[config.mk]
export PLATFORM = sky130hd
export DESIGN_NAME = pipe_hazard_ctrl_flat
export DESIGN_NICKNAME = d
export VERILOG_FILES = /design/src/rtl/pipe_hazard_ctrl_pkg.sv /design/src/rtl/pipe_hazard_ctrl_if.sv /design/src/rtl/pipe_hazard_ctrl_match.sv /design/src/rtl/pipe_hazard_ctrl.sv /design/src/flat_wrapper.sv
export SDC_FILE = /design/constraint.sdc
export NUM_CORES = 1
export LEC_CHECK = 0
export ABC_AREA = 1
export CAP_MARGIN = 10
export CORE_MARGIN = 2
export CORE_UTILIZATION = 54
export CTS_CLUSTER_SIZE = 24
export DETAILED_ROUTE_END_ITERATION = 10
export PLACE_DENSITY_LB_ADDON = 0.25
export SLEW_MARGIN = 10
export SYNTH_ARGS = -nofsm -noshare
export SYNTH_HDL_FRONTEND = slang
export SYNTH_SLANG_ARGS = --single-unit
[constraint.sdc]
create_clock -name clock -period 5.32 [get_ports clock]
set_input_delay 1.596 -clock clock [delete_from_list [all_inputs] [get_ports clock]]
set_output_delay 1.596 -clock clock [all_outputs]
set_load 0.005 [all_outputs]
[src/rtl/pipe_hazard_ctrl_pkg.sv]
// Shared types and helpers for the pipeline hazard/forwarding controller.
// Build option: HAZARD_WB_BYPASS_EN selects WB->ID bypass over a WB stall.
package pipe_pkg;

  localparam int REG_AW = 5;
  localparam int SEL_W  = 2;

  localparam logic [SEL_W-1:0] FWD_RF = '0;

  typedef struct packed {
    logic [REG_AW-1:0] rd;
    logic              wen;
    logic              load;
    logic              valid;
  } id_info_t;

  function automatic logic [31:0] sat_inc(
    input logic [31:0] v,
    input int          w
  );
    logic [31:0] top;
    top = (w >= 32) ? '1 : ((32'd1 << w) - 32'd1);
    return (v >= top) ? v : v + 32'd1;
  endfunction

endpackage

[src/rtl/pipe_hazard_ctrl_if.sv]
// ID-stage hazard bundle between the pipeline and its hazard controller.
// byp_a/byp_b only assert when built with HAZARD_WB_BYPASS_EN.
interface pipe_hazard_ctrl_if
  import pipe_pkg::*;
#(
  parameter int CNT_W = 16
) ();

  logic              id_valid;
  logic [REG_AW-1:0] id_rs;
  logic [REG_AW-1:0] id_rt;
  logic              id_use_rs;
  logic              id_use_rt;
  logic [REG_AW-1:0] id_rd;
  logic              id_wen;
  logic              id_load;
  logic              flush;
  logic              ext_stall;

  logic              pc_en;
  logic              id_ex_bubble;
  logic              if_id_flush;
  logic [SEL_W-1:0]  fwd_a;
  logic [SEL_W-1:0]  fwd_b;
  logic              byp_a;
  logic              byp_b;
  logic [CNT_W-1:0]  stall_cnt;
  logic [CNT_W-1:0]  flush_cnt;

  modport master (
    output id_valid, id_rs, id_rt,
    output id_use_rs, id_use_rt,
    output id_rd, id_wen, id_load,
    output flush, ext_stall,
    input  pc_en, id_ex_bubble, if_id_flush,
    input  fwd_a, fwd_b, byp_a, byp_b,
    input  stall_cnt, flush_cnt
  );

  modport slave (
    input  id_valid, id_rs, id_rt,
    input  id_use_rs, id_use_rt,
    input  id_rd, id_wen, id_load,
    input  flush, ext_stall,
    output pc_en, id_ex_bubble, if_id_flush,
    output fwd_a, fwd_b, byp_a, byp_b,
    output stall_cnt, flush_cnt
  );

endinterface

[src/rtl/pipe_hazard_ctrl_match.sv]
// Per-operand DEPTH-way producer compare; the youngest producer wins.
// sel is the winning stage index, not the forward select.
module hazard_match
  import pipe_pkg::*;
#(
  parameter int DEPTH = 3
) (
  input  id_info_t [DEPTH-1:0] trk,
  input  logic [REG_AW-1:0]    src,
  input  logic                 use_src,
  input  logic                 id_valid,
  output logic                 hit,
  output logic [SEL_W-1:0]     sel,
  output logic                 is_load
);

  logic live;

  assign live = id_valid && use_src && (src != '0);

  always_comb begin
    hit     = 1'b0;
    sel     = '0;
    is_load = 1'b0;
    for (int j = DEPTH - 1; j >= 0; j--) begin
      if (live && trk[j].valid && trk[j].wen &&
          trk[j].rd == src) begin
        hit     = 1'b1;
        sel     = SEL_W'(j);
        is_load = trk[j].load;
      end
    end
  end

endmodule

[src/rtl/pipe_hazard_ctrl.sv]
// Hazard/forwarding controller: dest-reg shadowing, fwd selects, stalls, flushes.
// Build option: HAZARD_WB_BYPASS_EN turns the WB-only stall into a bypass.
module pipe_hazard_ctrl
  import pipe_pkg::*;
#(
  parameter int DEPTH = 3,
  parameter int CNT_W = 16
) (
  input logic               clock,
  input logic               reset,
  pipe_hazard_ctrl_if.slave hz
);

  id_info_t [DEPTH-1:0] trk;

  logic             hit_a, hit_b;
  logic             ld_a, ld_b;
  logic [SEL_W-1:0] sel_a, sel_b;
  logic             wb_a, wb_b;
  logic             lu_stall;
  logic             hz_stall;
  logic             kill;
  logic             pc_en;

  hazard_match #(.DEPTH(DEPTH)) u_match_a (
    .trk      (trk),
    .src      (hz.id_rs),
    .use_src  (hz.id_use_rs),
    .id_valid (hz.id_valid),
    .hit      (hit_a),
    .sel      (sel_a),
    .is_load  (ld_a)
  );

  hazard_match #(.DEPTH(DEPTH)) u_match_b (
    .trk      (trk),
    .src      (hz.id_rt),
    .use_src  (hz.id_use_rt),
    .id_valid (hz.id_valid),
    .hit      (hit_b),
    .sel      (sel_b),
    .is_load  (ld_b)
  );

  assign wb_a = hit_a && (sel_a == SEL_W'(DEPTH - 1));
  assign wb_b = hit_b && (sel_b == SEL_W'(DEPTH - 1));

  assign lu_stall = (hit_a && ld_a && sel_a == '0) ||
                    (hit_b && ld_b && sel_b == '0);

`ifdef HAZARD_WB_BYPASS_EN
  assign hz.byp_a  = wb_a;
  assign hz.byp_b  = wb_b;
  assign hz_stall  = lu_stall;
`else
  assign hz.byp_a  = 1'b0;
  assign hz.byp_b  = 1'b0;
  assign hz_stall  = lu_stall || wb_a || wb_b;
`endif

  // flush kills the ID victim, so it overrides any hazard it raised
  always_comb begin
    pc_en           = 1'b1;
    hz.id_ex_bubble = 1'b0;
    hz.if_id_flush  = 1'b0;
    if (hz.ext_stall) begin
      pc_en = 1'b0;
    end else if (hz.flush) begin
      hz.if_id_flush = 1'b1;
    end else if (hz_stall) begin
      pc_en           = 1'b0;
      hz.id_ex_bubble = 1'b1;
    end
  end

  assign hz.pc_en = pc_en;
  assign kill     = hz_stall || hz.flush || !hz.id_valid;

  always_ff @(posedge clock or negedge reset) begin
    if (!reset) begin
      trk          <= '0;
      hz.fwd_a     <= FWD_RF;
      hz.fwd_b     <= FWD_RF;
      hz.stall_cnt <= '0;
      hz.flush_cnt <= '0;
    end else begin
      if (!pc_en)
        hz.stall_cnt <= CNT_W'(sat_inc(32'(hz.stall_cnt), CNT_W));
      if (hz.flush && !hz.ext_stall)
        hz.flush_cnt <= CNT_W'(sat_inc(32'(hz.flush_cnt), CNT_W));
      if (!hz.ext_stall) begin
        for (int j = 1; j < DEPTH; j++)
          trk[j] <= trk[j-1];
        if (kill)
          trk[0] <= '0;
        else
          trk[0] <= '{rd: hz.id_rd, wen: hz.id_wen,
                      load: hz.id_load, valid: 1'b1};
        if (hz_stall || hz.flush) begin
          hz.fwd_a <= FWD_RF;
          hz.fwd_b <= FWD_RF;
        end else begin
          hz.fwd_a <= (hit_a && !wb_a) ? sel_a + SEL_W'(1) : FWD_RF;
          hz.fwd_b <= (hit_b && !wb_b) ? sel_b + SEL_W'(1) : FWD_RF;
        end
      end
    end
  end

endmodule

[src/flat_wrapper.sv]
// flat-port wrapper written by rule: the top's interface ports become plain ports
module pipe_hazard_ctrl_flat import pipe_pkg::*;
#(
  parameter int DEPTH = 3,
  parameter int CNT_W = 16
)
  (clock, reset, hz_id_valid, hz_id_rs, hz_id_rt, hz_id_use_rs, hz_id_use_rt, hz_id_rd, hz_id_wen, hz_id_load, hz_flush, hz_ext_stall, hz_pc_en, hz_id_ex_bubble, hz_if_id_flush, hz_fwd_a, hz_fwd_b, hz_byp_a, hz_byp_b, hz_stall_cnt, hz_flush_cnt);
  pipe_hazard_ctrl_if #(.CNT_W(CNT_W)) hz_i ();
  input logic clock;
  input logic reset;
  input wire logic [$bits(hz_i.id_valid)-1:0] hz_id_valid;
  input wire logic [$bits(hz_i.id_rs)-1:0] hz_id_rs;
  input wire logic [$bits(hz_i.id_rt)-1:0] hz_id_rt;
  input wire logic [$bits(hz_i.id_use_rs)-1:0] hz_id_use_rs;
  input wire logic [$bits(hz_i.id_use_rt)-1:0] hz_id_use_rt;
  input wire logic [$bits(hz_i.id_rd)-1:0] hz_id_rd;
  input wire logic [$bits(hz_i.id_wen)-1:0] hz_id_wen;
  input wire logic [$bits(hz_i.id_load)-1:0] hz_id_load;
  input wire logic [$bits(hz_i.flush)-1:0] hz_flush;
  input wire logic [$bits(hz_i.ext_stall)-1:0] hz_ext_stall;
  output wire logic [$bits(hz_i.pc_en)-1:0] hz_pc_en;
  output wire logic [$bits(hz_i.id_ex_bubble)-1:0] hz_id_ex_bubble;
  output wire logic [$bits(hz_i.if_id_flush)-1:0] hz_if_id_flush;
  output wire logic [$bits(hz_i.fwd_a)-1:0] hz_fwd_a;
  output wire logic [$bits(hz_i.fwd_b)-1:0] hz_fwd_b;
  output wire logic [$bits(hz_i.byp_a)-1:0] hz_byp_a;
  output wire logic [$bits(hz_i.byp_b)-1:0] hz_byp_b;
  output wire logic [$bits(hz_i.stall_cnt)-1:0] hz_stall_cnt;
  output wire logic [$bits(hz_i.flush_cnt)-1:0] hz_flush_cnt;
  assign hz_i.id_valid = hz_id_valid;
  assign hz_i.id_rs = hz_id_rs;
  assign hz_i.id_rt = hz_id_rt;
  assign hz_i.id_use_rs = hz_id_use_rs;
  assign hz_i.id_use_rt = hz_id_use_rt;
  assign hz_i.id_rd = hz_id_rd;
  assign hz_i.id_wen = hz_id_wen;
  assign hz_i.id_load = hz_id_load;
  assign hz_i.flush = hz_flush;
  assign hz_i.ext_stall = hz_ext_stall;
  assign hz_pc_en = hz_i.pc_en;
  assign hz_id_ex_bubble = hz_i.id_ex_bubble;
  assign hz_if_id_flush = hz_i.if_id_flush;
  assign hz_fwd_a = hz_i.fwd_a;
  assign hz_fwd_b = hz_i.fwd_b;
  assign hz_byp_a = hz_i.byp_a;
  assign hz_byp_b = hz_i.byp_b;
  assign hz_stall_cnt = hz_i.stall_cnt;
  assign hz_flush_cnt = hz_i.flush_cnt;
  pipe_hazard_ctrl #(.DEPTH(DEPTH), .CNT_W(CNT_W)) u_core (.clock(clock), .reset(reset), .hz(hz_i));
endmodule
==> metrics.txt, run 1 <==
Met2 Routed Length=5.00 mm; Num CTS Buffers=9; cell accounting for the most synthesized area=dfrtp_1; final worst slack=0.110 ns; Net count, final=656; Slew Viols, Final=0; sequential area share after synthesis=39.7%; Pleak=2.43 nW; maximum vdd drop=0.000214 V; largest cells by area after synthesis=dfrtp_1 40%, nand2_1 17%, nand3_1 6.1%, inv_1 5.4%, nor2_1 4.7%; CTS max path bufs=2; Seq cells post-synth=60; Mapped Area=0.00378 mm^2; maxcap violations=0; # DRC=0; Wirelength per Cell=13.8 um; die area=0.00769 mm^2; worst skew pair latency=0.35 ns; DR WL met3=484 um; first-pass GRT wire length=16.9 mm; area growth from synthesis to layout=29.3%; Initial Utilization=55.7%; antenna violations before repair=0; Hold Crit Class=reg -> reg; Vias/cell=5.06; top layer in use=met4; Final Cycle Share=97.9%; chip width=87.7 um; largest net degree at the start of global routing=33; Critical Path Sink Type=output pin; ANT nets after route=0; design area=0.00489 mm^2; # H-tree levels=3; PortBufs=62; clock sinks=60; Crit Path Category=in -> out; PD cells=262 mW/mm^2; Core Box Area=0.00679 mm^2; Setup Slack @ Placement=-0.545 ns; CP Launch Type=primary input; final hold violations=0; Setup Skew=0.0127 ns; Post-Route WL=10.1 mm; hold buffer count at cts=0; HPWL Detailed=7.64 mm; drt pass-1 iters=5; Max Clock Freq=192 MHz; Reg clk slew, reported paths=0.08 ns; post-synth top area share=39.7%; GRT overflow=0; data required time of the worst path=3.72 ns; # IOs=65; CP most frequent cell=nand2_1; Vert. Die Dim=87.7 um; num rows=30; Worst path slowest cell=clkdlybuf4s50_1; Post-Syn Instances=532; Setup-failing EPs final=0; vias in the first global route=3658; overall via count from detail_route=3690; syn avg cell area=7.11 um^2; All-Layer GR Usage=28.4%; worst path cell trace=clkdlybuf4s50_1, nand2_1, inv_2, nand2_2, buf_4, inv_2, nand4_1, nor2_2, inv_1, ha_2, nand4_1, nand2_1, nand2_1, nand2_2, o21bai_4, nand2_4, inv_1, clkbuf_2; Final min period=5.21 ns; Worst slew margin=51.6%; Placed Area=0.00469 mm^2; CTS tree=built; status=complete, no violations; Layout Utilization=71.9%; arrival time worst endpoint=3.61 ns; CTS root buf=clkbuf_8; met1 wire length=4.23 mm; synth warn=0; layout cell share with drive strength beyond 1=17.9%; 1st-iter DRT viols=196; Max stage delay on crit path=0.48 ns; RD Place Congestion=0.930; Synth cell types=32; antenna fix cells=0; crit-path max FO=3; Worst Tran Pin Value=0.726 ns
==> sequential cells by signal (all words and copies together) (netlist names) <==
signal / count
u_core.trk: 24
u_core.hz.flush_cnt: 16
u_core.hz.stall_cnt: 16
u_core.hz.fwd_a: 2
u_core.hz.fwd_b: 2
==> path summary, 6_finish.rpt <==
kind | startpoint | endpoint | slack, ns | depth (start not counted)
setup / recovery | hz_id_use_rs | hz_pc_en | 0.11 | 18
hold reg to reg | u_core.hz.fwd_a[0] | u_core.hz.fwd_a[0] | 0.49 | 2
min in group asynchronous | reset | u_core.trk[19] | 1.30 | 1
setup reg to reg | u_core.trk[7] | u_core.hz.stall_cnt[5] | 2.64 | 21
max in group asynchronous | reset | u_core.hz.stall_cnt[5] | 3.13 | 2
hold / removal | u_core.hz.fwd_a[0] | u_core.hz.fwd_a[0] | 0.49 | 2
==> cell usage in the layout, fill, tap and decap left out, types with 2 or more instances in the layout <==
cell type	netlist	final
ha_1	4	3
conb_1	1	2
inv_2	13	14
dlygate4sd2_1	0	2
nand2_1	169	169
clkbuf_8	0	9
nand3_1	46	46
nand3_2	3	3
clkdlybuf4s50_1	0	53
inv_1	54	53
nor2_2	4	7
buf_4	3	33
clkinv_4	0	3
nor2_1	47	44
xnor2_1	9	9
a21oi_1	7	7
clkbuf_2	0	4
xor2_1	17	17
nor3_2	2	2
nor3_1	13	13
nor4_1	2	2
dfrtp_1	60	60
o21ai_1	3	3
nand4_1	10	10
nand2_2	25	25
clkinv_2	0	2
o21ai_0	22	22
o22ai_1	2	2
==> synthesized netlist by cell type (all sizes together) <==
library cell,count
nand2,196
inv,67
dfrtp,60
nor2,52
nand3,49
o21ai,26
xor2,17
nor3,15
nand4,11
xnor2,9
a21oi,7
clkbuf,7
buf,4
ha,4
nor4,2
o22ai,2
clkinv,1
conb,1
o21bai,1
or3,1
==> power breakdown <==
group	switching, mW	internal [mW]
registers	0.0622	0.505
clock network	0.208	0.219
logic	0.144	0.145
total	0.413	0.869
==> critical path: cells and delay by family <==
kind | cells | cell delay [ns]
and+or+nand+nor | 9 | 0.75
AOI/OAI and AO/OA | 1 | 0.17
adders and majority gates | 1 | 0.17
buffers and inverters | 7 | 0.93
==> cell families after synthesis <==
family | after synthesis | share of synthesized area (%)
AND/OR/NAND/NOR | 326 | 39.0
AO/OA/AOI/OAI | 36 | 5.29
XOR/XNOR | 26 | 6.02
adder cells (fa/ha/maj) | 4 | 1.32
buffers and inverters | 79 | 8.57
flip-flops | 60 | 39.7
other | 1 | 0.0992
==> what timing repair did <==
action                                  CTS  global route
hold endpoints to repair                  0             0
pin swaps                                 4             7
buffers inserted                          0             1
endpoints found under the setup margin    2             2
gates cloned                              0             0
gates resized for setup                  11            13
==> through the flow <==
stage | total power [mW] | setup TNS (ns) | std cells | hold WS (ns)
global placement | 0.856 | -0.868 | 712 | 0.466
CTS | 1.29 | 0 | 728 | 0.492
detailed placement | 0.864 | -0.997 | 712 | 0.473
finish | 1.28 | 0 | 729 | 0.487
global route | 1.36 | -0.0121 | 729 | 0.520
floorplan | 0.708 | 0 | 533 | 0.450
==> layout make-up <==
class                   instances  area, um^2
clock buffers                   9         124
clock inverters                 7        75.1
fillers                       584        1910
inverters                      68         255
multi-input cells             394        1970
flip-flops and latches         60        1500
well taps                      96         120
repair buffers                 95         842
==> metal layers <==
layer | global-route usage, % | up-vias
li1 | - | 1856
met2 | 48.9 | 119
met4 | 13.4 | 0
met1 | 35.0 | 1690
met5 | 0 | -
met3 | 4.05 | 25
No activity file was read; power rests on OpenSTA's default activity.
==> run 2, diff against run 1 <==
- GPL_TIMING_DRIVEN: unset -> 0
==> run 2 against run 1 <==
Net effect: sequential power barely moved; count of clock-buffer cells in the layout unchanged; register-to-register slack worse by 0.19 ns; wire length shrank 1.1%; die area unchanged; global-route usage down 0.65 points.
==> metrics.txt, run 2 (synthesis results as in run 1) <==
antenna violations before repair=0; leading cell type in the layout, fill and taps excluded=nand2_1; Worst Tran Pin Value=0.754 ns; worst r2r src=u_core.trk[7]; Pleak=2.35 nW; die area=0.00769 mm^2; Vias/cell=5.25; Critical Path Sink Type=output pin; Max Clock Freq=193 MHz; Setup Slack @ Placement=-0.959 ns; maximum vdd drop=0.000246 V; Worst slew margin=49.7%; Power Internal=0.959 mW; combinational fraction of design power=20.7%; HPWL Detailed=7.18 mm; Reg clk slew, reported paths=0.08 ns; Worst path top cell family by delay=simple AND/OR/NAND/NOR gates; Setup-failing EPs final=0; Initial Utilization=55.7%; WP buf/inv=6; # DRC=0; max reg flops=24; Slew Viols, Final=0; hold buffer count at cts=0; arrival time worst endpoint=3.59 ns; Hold Crit Class=reg -> reg; vias in the first global route=3591; ANT nets after route=0; final total power=1.37 mW; R2R setup slack=2.45 ns; Max stage delay on crit path=0.24 ns; antenna fix cells=0; data required time of the worst path=3.72 ns; RD Place Congestion=0.948; clock sinks=60; maxcap violations=0; Worst path slowest cell=clkdlybuf4s15_2; crit-path max FO=5; PD cells=286 mW/mm^2; Num CTS Buffers=9; CTS root buf=clkbuf_8; Layout Utilization=70.7%; Post-Route WL=9.96 mm; # IOs=65; chip width=87.7 um; CP startpoint=hz_id_rs[2]; NetSw=0.415 mW; Core Box Area=0.00679 mm^2; Setup Skew=0.0109 ns; Net count, final=637; drt pass-1 iters=5; num rows=30; layout cell share with drive strength beyond 1=15.0%; Final min period=5.18 ns; final hold violations=0; # H-tree levels=3; overall via count from detail_route=3731; largest net degree at the start of global routing=61; Reg power frac=41.4%; Vert. Die Dim=87.7 um; Worst Min Path Start=u_core.hz.fwd_a[0]; worst path cell trace=clkdlybuf4s15_2, nor2_1, nand3_2, nand2_2, nor2_1, nand2_1, inv_1, nor2_1, inv_1, nor2_2, inv_1, ha_2, nand4_1, nand2_1, nand2_1, nand2_2, o21bai_4, nand2_4, inv_2, clkbuf_2; register name with the most flops=u_core.trk; largest registers=u_core.trk: 24 flops, u_core.hz.flush_cnt: 16 flops, u_core.hz.stall_cnt: 16 flops; CTS max path bufs=2; All-Layer GR Usage=27.7%; area growth from synthesis to layout=27.0%; first-pass GRT wire length=16.6 mm; CTS tree=built; commonest non-fill, non-tap cells in the layout=169 x nand2_1, 60 x dfrtp_1, 53 x inv_1; final worst slack=0.138 ns; 1st-iter DRT viols=272; Sw Share=30.2%; status=complete, no violations; worst skew pair latency=0.35 ns; clock share of power=38.0%; Crit Path Category=in -> out; RSZ-0062 raised after global routing=false; GRT overflow=0; Wirelength per Cell=14.0 um; Final Cycle Share=97.4%; CP Launch Type=primary input; PortBufs=61
## run 2: cell count changes in the layout (fill, tap and decap cells not counted), sizes merged
cell / before / now
buf: 34 / 10
bufinv: 1 / 3
clkbuf: 13 / 19
clkdlybuf4s15: 2 / 3
clkdlybuf4s50: 53 / 51
clkinv: 6 / 2
clkinvlp: 0 / 2
dlygate4sd2: 2 / 1
dlymetal6s2s: 0 / 1
## run 2: power by group through the flow
stage / sequential (mW) / combinational, mW / clock, mW
3_5_place_dp: 0.574 / 0.281 / 0
2_1_floorplan: 0.566 / 0.142 / 0
3_3_place_gp: 0.574 / 0.274 / 0
6_report: 0.568 / 0.284 / 0.522
4_1_cts: 0.567 / 0.285 / 0.527
5_1_grt: 0.578 / 0.319 / 0.545
## run 2: layout make-up
class	count	area [um^2]
well taps	96	120
clock inverters	7	123
fillers	572	1990
clock buffers	9	124
inverters	68	258
plain buffers	10	61.3
repair buffers	66	631
multi-input cells	394	1980
flip-flops and latches	60	1500
## run 2: metrics by stage
stage	hold slack, ns	cell area, um^2	cells	setup TNS [ns]
after floorplan	0.450	3780	533	0
after global placement	0.464	4520	690	-1.48
after detailed placement	0.472	4510	690	-1.56
after CTS	0.489	4790	709	-0.00409
after global routing	0.524	4800	710	0
final	0.487	4800	710	0
## run 2: final timing paths
path                       cells after the start                      end
min                                            2       u_core.hz.fwd_a[0]
min in group asynchronous                      1           u_core.trk[11]
min reg2reg                                    2       u_core.hz.fwd_a[0]
max in group asynchronous                      1           u_core.trk[16]
max reg2reg                                   23  u_core.hz.stall_cnt[14]
max                                           20                 hz_pc_en
## run 2: worst register-to-register path: cells and delay by family (launching register included)
family / cells / cell delay (ns)
fa+ha+maj: 1 / 0.18
simple gates: 15 / 1.26
compound gates: 1 / 0.09
flops: 1 / 0.45
buf+inv: 6 / 0.79
## run 2: repair_timing
item / in CTS / in global routing
setup buffers: 4 / 1
endpoints found under the setup margin: 2 / 2
pin swaps: 5 / 10
cloned: 0 / 0
gates resized for setup: 23 / 11
## run 2: layer usage
| metal | wire (um) | GRT usage (%) | vias to the layer above |
|---|---|---|---|
| met5 | 0 | 0 | - |
| met2 | 4850 | 46.7 | 145 |
| met1 | 4260 | 35.7 | 1737 |
| met4 | 257 | 9.51 | 0 |
| met3 | 587 | 5.47 | 27 |
| li1 | - | - | 1822 |
